**src/rtl/chip_checker_pkg.sv**
```systemverilog
// Shared definitions for the chip-checker front end: sequencer states and default sizing.
package chip_checker_pkg;

    localparam int unsigned N_CHIPS        = 8;
    localparam int unsigned TIMEOUT_CYCLES = 1024;
    localparam int unsigned SETTLE_CYCLES  = 2;

    typedef enum logic [2:0] {
        IDLE,
        LAUNCH,
        WAIT_DONE,
        CAPTURE,
        RELEASE
    } state_t;

endpackage

```
**src/rtl/sat_counter.sv**
```systemverilog
// Up-counter that holds at all-ones instead of wrapping; synchronous clear wins over increment.
module sat_counter #(
    parameter int unsigned WIDTH = 8
) (
    input  logic             Clk,
    input  logic             clr,
    input  logic             inc,
    output logic [WIDTH-1:0] count
);

    always_ff @(posedge Clk) begin
        if (clr) begin
            count <= '0;
        end else if (inc && (count != '1)) begin
            count <= count + WIDTH'(1);
        end
    end

endmodule

```
**src/rtl/chip_test_sequencer.sv**
```systemverilog
// Launches one tester on a start pulse, waits for a settled Done, latches its verdict
// and releases the tester with DISP_RSLT; keeps saturating pass/fail tallies.
module chip_test_sequencer #(
    parameter int unsigned N_CHIPS        = chip_checker_pkg::N_CHIPS,
    parameter int unsigned SEL_W          = 3,
    parameter int unsigned TIMEOUT_CYCLES = chip_checker_pkg::TIMEOUT_CYCLES,
    parameter int unsigned SETTLE_CYCLES  = chip_checker_pkg::SETTLE_CYCLES,
    parameter int unsigned CNT_W          = 8
) (
    input  logic               Clk,
    input  logic               Reset,
    input  logic               Start,
    input  logic [SEL_W-1:0]   Sel,
    input  logic [N_CHIPS-1:0] Done,
    input  logic [N_CHIPS-1:0] RSLT,
    output logic [N_CHIPS-1:0] Run,
    output logic               DISP_RSLT,
    output logic               Busy,
    output logic               Valid,
    output logic               Pass,
    output logic               Timeout,
    output logic               BadSel,
    output logic [CNT_W-1:0]   PassCount,
    output logic [CNT_W-1:0]   FailCount
);

    import chip_checker_pkg::*;

    localparam int unsigned IDX_W = (N_CHIPS > 1) ? $clog2(N_CHIPS) : 1;
    localparam int unsigned TO_W  = $clog2(TIMEOUT_CYCLES) + 1;
    localparam int unsigned ST_W  = $clog2(SETTLE_CYCLES + 1);

    state_t            state;
    logic [IDX_W-1:0]  sel_q;
    logic [TO_W-1:0]   to_cnt;
    logic [ST_W-1:0]   settle_cnt;

    logic sel_ok;
    logic done_sel;
    logic rslt_sel;
    logic settled;
    logic to_expired;
    logic pass_inc;
    logic fail_inc;

    assign sel_ok     = (32'(Sel) < N_CHIPS);
    assign done_sel   = Done[sel_q];
    assign rslt_sel   = RSLT[sel_q];
    assign settled    = done_sel && (settle_cnt == ST_W'(SETTLE_CYCLES - 1));
    assign to_expired = (to_cnt == TO_W'(TIMEOUT_CYCLES - 1));

    // Tally strobes line up with the edge that latches the matching verdict.
    always_comb begin
        pass_inc = 1'b0;
        fail_inc = 1'b0;
        case (state)
            IDLE:      fail_inc = Start && !sel_ok;
            WAIT_DONE: fail_inc = !settled && to_expired;
            CAPTURE: begin
                pass_inc = rslt_sel;
                fail_inc = !rslt_sel;
            end
            default: ;
        endcase
    end

    always_ff @(posedge Clk) begin
        if (Reset) begin
            state      <= IDLE;
            sel_q      <= '0;
            to_cnt     <= '0;
            settle_cnt <= '0;
            Run        <= '0;
            DISP_RSLT  <= 1'b0;
            Busy       <= 1'b0;
            Valid      <= 1'b0;
            Pass       <= 1'b0;
            Timeout    <= 1'b0;
            BadSel     <= 1'b0;
        end else begin
            Run <= '0;
            case (state)
                IDLE: begin
                    if (Start && sel_ok) begin
                        sel_q   <= IDX_W'(Sel);
                        Run     <= N_CHIPS'(1) << IDX_W'(Sel);
                        Busy    <= 1'b1;
                        Valid   <= 1'b0;
                        Pass    <= 1'b0;
                        Timeout <= 1'b0;
                        BadSel  <= 1'b0;
                        state   <= LAUNCH;
                    end else if (Start) begin
                        Valid   <= 1'b1;
                        Pass    <= 1'b0;
                        Timeout <= 1'b0;
                        BadSel  <= 1'b1;
                    end
                end
                LAUNCH: begin
                    to_cnt     <= '0;
                    settle_cnt <= '0;
                    state      <= WAIT_DONE;
                end
                WAIT_DONE: begin
                    if (settled) begin
                        state <= CAPTURE;
                    end else if (to_expired) begin
                        Timeout   <= 1'b1;
                        Valid     <= 1'b1;
                        Pass      <= 1'b0;
                        DISP_RSLT <= 1'b1;
                        to_cnt    <= '0;
                        state     <= RELEASE;
                    end else begin
                        to_cnt     <= to_cnt + TO_W'(1);
                        settle_cnt <= done_sel ? settle_cnt + ST_W'(1) : '0;
                    end
                end
                CAPTURE: begin
                    Pass      <= rslt_sel;
                    Valid     <= 1'b1;
                    DISP_RSLT <= 1'b1;
                    to_cnt    <= '0;
                    state     <= RELEASE;
                end
                RELEASE: begin
                    // A tester that never drops Done is abandoned with the verdict kept.
                    if (!done_sel || to_expired) begin
                        DISP_RSLT <= 1'b0;
                        Busy      <= 1'b0;
                        state     <= IDLE;
                    end else begin
                        to_cnt <= to_cnt + TO_W'(1);
                    end
                end
                default: state <= IDLE;
            endcase
        end
    end

    sat_counter #(.WIDTH(CNT_W)) u_pass_cnt (
        .Clk   (Clk),
        .clr   (Reset),
        .inc   (pass_inc),
        .count (PassCount)
    );

    sat_counter #(.WIDTH(CNT_W)) u_fail_cnt (
        .Clk   (Clk),
        .clr   (Reset),
        .inc   (fail_inc),
        .count (FailCount)
    );

endmodule

```
**config.mk**
```make
export PLATFORM = sky130hd
export DESIGN_NAME = chip_test_sequencer
export DESIGN_NICKNAME = d
export VERILOG_FILES = /design/src/rtl/chip_checker_pkg.sv /design/src/rtl/sat_counter.sv /design/src/rtl/chip_test_sequencer.sv
export SDC_FILE = /design/constraint.sdc
export NUM_CORES = 1
export LEC_CHECK = 0
export ABC_AREA = 0
export CORE_MARGIN = 8
export CORE_UTILIZATION = 55
export CTS_BUF_LIST = sky130_fd_sc_hd__clkbuf_8
export DETAILED_ROUTE_END_ITERATION = 8
export GPL_TIMING_DRIVEN = 0
export PLACE_DENSITY = 0.86
export SYNTH_ARGS = -nofsm -noshare
export SYNTH_HDL_FRONTEND = slang
export SYNTH_SLANG_ARGS = --single-unit
export TNS_END_PERCENT = 10
```
**constraint.sdc**
```tcl
create_clock -name Clk -period 4.5 [get_ports Clk]
set_input_delay 1.125 -clock Clk [delete_from_list [all_inputs] [get_ports Clk]]
set_output_delay 1.125 -clock Clk [all_outputs]
set_load 0.005 [all_outputs]
```
* Word level (Yosys, flattened, before mapping)
Index checks and enable logic that the tools add are counted.
Storage, ports and cells: word-level logic and storage cells 91, output and inout bits 30, bits in registers 48
Cells by class: bitwise logic cells 2, $lt $le $gt $ge 1, reduce and logical (&&, ||, !) cells 25, mux-type cells 31, eq/ne operators 15, shifts and indexed selects 1, add/subtract/negate cells 4
Operator list (number):
- $mux W11 | 3
- $pmux W11 S3 | 1
- $add A8 B1 Y8 const B | 2
- $ne A8 B8 Y1 const B | 2
- $pmux W3 S5 | 1
- $mux W3 | 4
- $ne A2 B2 Y1 const B | 6
- $reduce_and A3 Y1 | 4
- $reduce_and A4 Y1 | 3
- $add A11 B1 Y11 const B | 1
- $eq A11 B10 Y1 const B | 1
- $mux W1 | 10
- $pmux W1 S3 | 3
- $reduce_bool A3 Y1 | 3
- $shl A1 B3 Y8 const A | 1
- $bmux W1 S3 | 2
- $eq A3 B2 Y1 const B | 2
- $mux W2 | 3
- $pmux W1 S2 | 3
- $reduce_bool A2 Y1 | 3
- $logic_and A1 B1 Y1 | 4
- $lt A3 B4 Y1 const B | 1
- $pmux W2 S2 | 1
- $eq A3 B1 Y1 const B | 1
- 11 further kinds | 14

* Longest topological paths before layout
depth after elaboration 7, depth in mapped cells 9

* Hierarchy
From an unflattened synthesis, not the netlist that was laid out.
Second synthesis, totals: cell total of the unflattened synthesis 281, area, all modules 2503.7 µm²
By module, submodules not included:
- chip_test_sequencer | area each 1642.8 µm², instances 1, cells each 189
- sat_counter | area each 430.4 µm², instances 2, cells each 46

* Worst setup path after synthesis
OpenSTA, ideal clock, no wires.
path kind input to register, start point in RSLT[7], end point reg u_fail_cnt.count[5], data arrival time 2.590 ns, cell stages on the path 7, data required time 4.385 ns, setup slack 1.795 ns, cell sequence mux4_2 -> mux2_2 -> nor2_4 -> nor2_1 -> buf_6 -> o31a_1 -> o21ba_1
On the way: longest elaborated chain between the ends 5
Ends and longest elaborated chain:
- start, declared | RTL line chip_test_sequencer.sv:15 | input logic [N_CHIPS-1:0] RSLT,
- $bmux W1 S3 | RTL line chip_test_sequencer.sv:48 | assign rslt_sel = RSLT[sel_q];
- $mux W1 (not written as such) | RTL line chip_test_sequencer.sv:48
- $logic_not A1 Y1 | RTL line chip_test_sequencer.sv:61 | fail_inc = !rslt_sel;
- $pmux W1 S2 | RTL line chip_test_sequencer.sv:56 | case (state)
- $logic_and A1 B1 Y1 | RTL line sat_counter.sv:14 | end else if (inc && (count != '1)) begin
- end signal, assigned | RTL line sat_counter.sv:15 | count <= count + WIDTH'(1);
- end, declared | RTL line sat_counter.sv:8 | output logic [WIDTH-1:0] count
No other way between the ends. The select of a mux whose other input is x is not followed. A chain may end at the register's enable or synchronous reset.

* Final worst setup path
start point in Done[7], end point reg to_cnt[7]
On the way: longest elaborated chain between the ends 6
Ends and longest elaborated chain:
- start, declared | RTL line chip_test_sequencer.sv:14 | input logic [N_CHIPS-1:0] Done,
- $bmux W1 S3 * | RTL line chip_test_sequencer.sv:47 | assign done_sel = Done[sel_q];
- $mux W1 (not written as such) * | RTL line chip_test_sequencer.sv:47
- $logic_not A1 Y1 | RTL line chip_test_sequencer.sv:129 | if (!done_sel || to_expired) begin
- $logic_or A1 B1 Y1 | RTL line chip_test_sequencer.sv:129
- $ne A2 B2 Y1 (no line)
- $reduce_and A3 Y1 (no line) *
- end signal, assigned | RTL line chip_test_sequencer.sv:116 | to_cnt <= to_cnt + TO_W'(1);
- end signal, assigned | RTL line chip_test_sequencer.sv:134 | to_cnt <= to_cnt + TO_W'(1);
- end, declared | RTL line chip_test_sequencer.sv:35 | logic [TO_W-1:0] to_cnt;
Mark *: on every way between the ends. The rest lies on a longest branch, timed or not. The select of a mux whose other input is x is not followed.

==> flow_summary.ini <==
[run_status]
status = finished, final reports clean

[global_route]
grt_max_degree = 15
grt_usage = 0.177
grt_pass1_wl_mm = 9.54
grt-ovfl-total = 0
first_global_vias = 2093
antenna_found_initial = 0

[placed_design]
place_hpwl_mm = 4.34
io_buffer_count = 49
place_congestion = 0.873

[critical_path]
crit_path_start_kind = primary input
r2r_end = to_cnt[7]
critical_path_class = primary input to flip-flop
arrival_ns = 3.18
cp_max_fo = 10
r2r_cells = 8
end_kind = flip-flop
r2r_start = to_cnt[0]
regToRegSetupSlack_ns = 2.14
required_ns = 4.72

[clock_network]
htreeDepth = 2
cts_hold_buffers = 0
cts_buffer_depth = 2
clock_latency_ns = 0.30
post-cts-setup-buffers = 0
clk_pin_slew_ns = 0.08
cts_buffers = 5
clock_tree.root_cell = clkbuf_8
clkSinkCount = 48
post_cts_resized = 0
cts_tree = built

[min_path]
min_to = settle_cnt[1]
hp-start = settle_cnt[1]
hold-path-cell-count = 2
hp-class = flip-flop to flip-flop

[routing]
drtIter0Drc = 126
postRouteWirelength_mm = 5.82
wl_met2_mm = 2.75
met1_length_mm = 2.54
wire_per_inst_um = 15.2
dr_wl_met3_um = 462
ant_nets = 0
via_per_inst = 5.90
drc = 0
detail_route.first_pass.iterations = 4
routed-via-count = 2260
top_layer = met4

[synthesis]
yosysUniqueCellTypes = 51
synth_top_area_frac = 0.410
synthesis.area_um2 = 2340
dominantRegCellSynth = dfxtp_1
syn-num-nets = 303
synthTopCellsByArea = dfxtp_1 (41%), a21oi_1 (5.1%), nor2_1 (4.5%)
yosysWarnings = 0
syn_inst = 277
postSynthAreaPerCell_um2 = 8.46
synth_seq_area_share = 0.410
synthArstFlopShare = 0
synth_seq_cells = 48
synth_edf_count = 0
synth_largest_area_cell = dfxtp_1

[sta]
final.period_utilization = 0.658
fin_setup_tns_ns = 0
setup_viol = 0
maxSlewViolCount = 0
rsz0062_at_grt = false
fmax_mhz = 338
hold_viol = 0
maxSlewHeadroom = 0.509
timing.final.crit_period_ns = 2.96
worst_pin_slew_ns = 0.736
skew_ns = 0.00849
holdWs_ns = 0.452

[floorplan]
chipWidth_um = 81.3
io_pins = 52
start_util = 0.578
fp-row-count = 23
die_area_um2 = 6610
die_y_um = 81.3
core_area_um2 = 4060

[pwr]
ir_drop_mv = 0.186
power_density_nw_per_um2 = 281
p_total_w = 0.000839
leakagePower_nw = 1.01

[job]
cap_violations = 0

[cells_and_area]
layout-drive-gt1-share = 0.0541
layout.nets = 359
synthToLayoutAreaGrowth_pct = 27.5
final_cell_mix = clkdlybuf4s50_1 (49), dfxtp_1 (48), nor2_1 (28), nand2_1 (26), a21oi_1 (24)
n_antenna_cell = 0
n_fill_cell = 331
final_common_cell = clkdlybuf4s50_1
multi_input_area_um2 = 1290
regArea_um2 = 961
final_util = 0.736
-- sequential cells by signal, indices dropped and copies added (netlist names) --
name / count
to_cnt: 11
Run: 8
sel_q: 3
u_pass_cnt.count: 8
settle_cnt: 2
Valid: 1
DISP_RSLT: 1
state: 3
u_fail_cnt.count: 8
Busy: 1
Timeout: 1
Pass: 1
-- cells in the mapped netlist, types with 3 or more instances --
cell type and count:
clkbuf_1 8, mux2i_1 5, o31ai_1 5, nor2_1 28, o21ba_1 3, and3_1 4, or4_1 6, nand4_1 4
nand2_1 26, a211oi_1 3, nand2b_1 5, o21ai_1 9, nor4_1 3, nor3_1 9, dfxtp_1 48, a21oi_1 24
nand3_1 19, nor2b_1 5, xnor2_1 3, inv_1 6, ha_1 4, or3_1 10
-- worst max-delay path, stage by stage --
cell and delay [ns]:
clkdlybuf4s50_1 0.39, mux2_1 0.31, o22ai_1 0.34, o21ai_1 0.12
o221a_2 0.20, or4_1 0.52, a21oi_1 0.17
-- worst max-delay path by stage --
| stage | start | endpoint | depth (start not counted) |
|---|---|---|---|
| floorplan | RSLT[7] | u_fail_cnt.count[5] | 7 |
| global placement | Done[7] | u_fail_cnt.count[7] | 8 |
| detailed placement | Done[7] | to_cnt[7] | 7 |
| CTS | Done[7] | to_cnt[7] | 7 |
| global route | Done[7] | to_cnt[9] | 7 |
| finish | Done[7] | to_cnt[7] | 7 |
-- final cells by class --
type / instances / area share
multi-input cells: 211 / 0.433
flip-flops and latches: 48 / 0.322
repair buffers: 49 / 0.164
clock buffers: 6 / 0.0276
plain buffers: 12 / 0.0218
well taps: 50 / 0.0209
inverters: 6 / 0.00754
clock inverters: 1 / 0.00293
-- per-stage QoR --
stage / setup WS (ns) / instances / area, um^2
2_1_floorplan: 1.80 / 277 / 2340
3_3_place_gp: 1.28 / 376 / 2900
3_5_place_dp: 1.26 / 376 / 2900
4_1_cts: 1.57 / 383 / 2990
5_1_grt: 1.41 / 383 / 2990
6_report: 1.54 / 383 / 2990
-- routing by layer --
metal	global-route usage	up-vias
met1	0.221	1053
met5	0	-
met3	0.0552	6
li1	-	1125
met4	0.0607	0
met2	0.283	76
-- cell families after synthesis --
kind of cell / after synthesis / synth area share
simple gates: 125 / 0.271
compound gates: 66 / 0.185
flops: 48 / 0.410
buf+inv: 18 / 0.0374
mux: 10 / 0.0550
xor+xnor: 5 / 0.0187
fa+ha+maj: 4 / 0.0214
other cells: 1 / 0.00160
-- power by group --
part	total, W	switching (W)	leakage, nW	internal [W]
Sequential	0.000444	0.00000992	0.388	0.000434
Clock	0.000261	0.000139	0.0473	0.000123
Combinational	0.000133	0.0000750	0.570	0.0000583
Note: power is estimated with default switching activity, not from simulation.
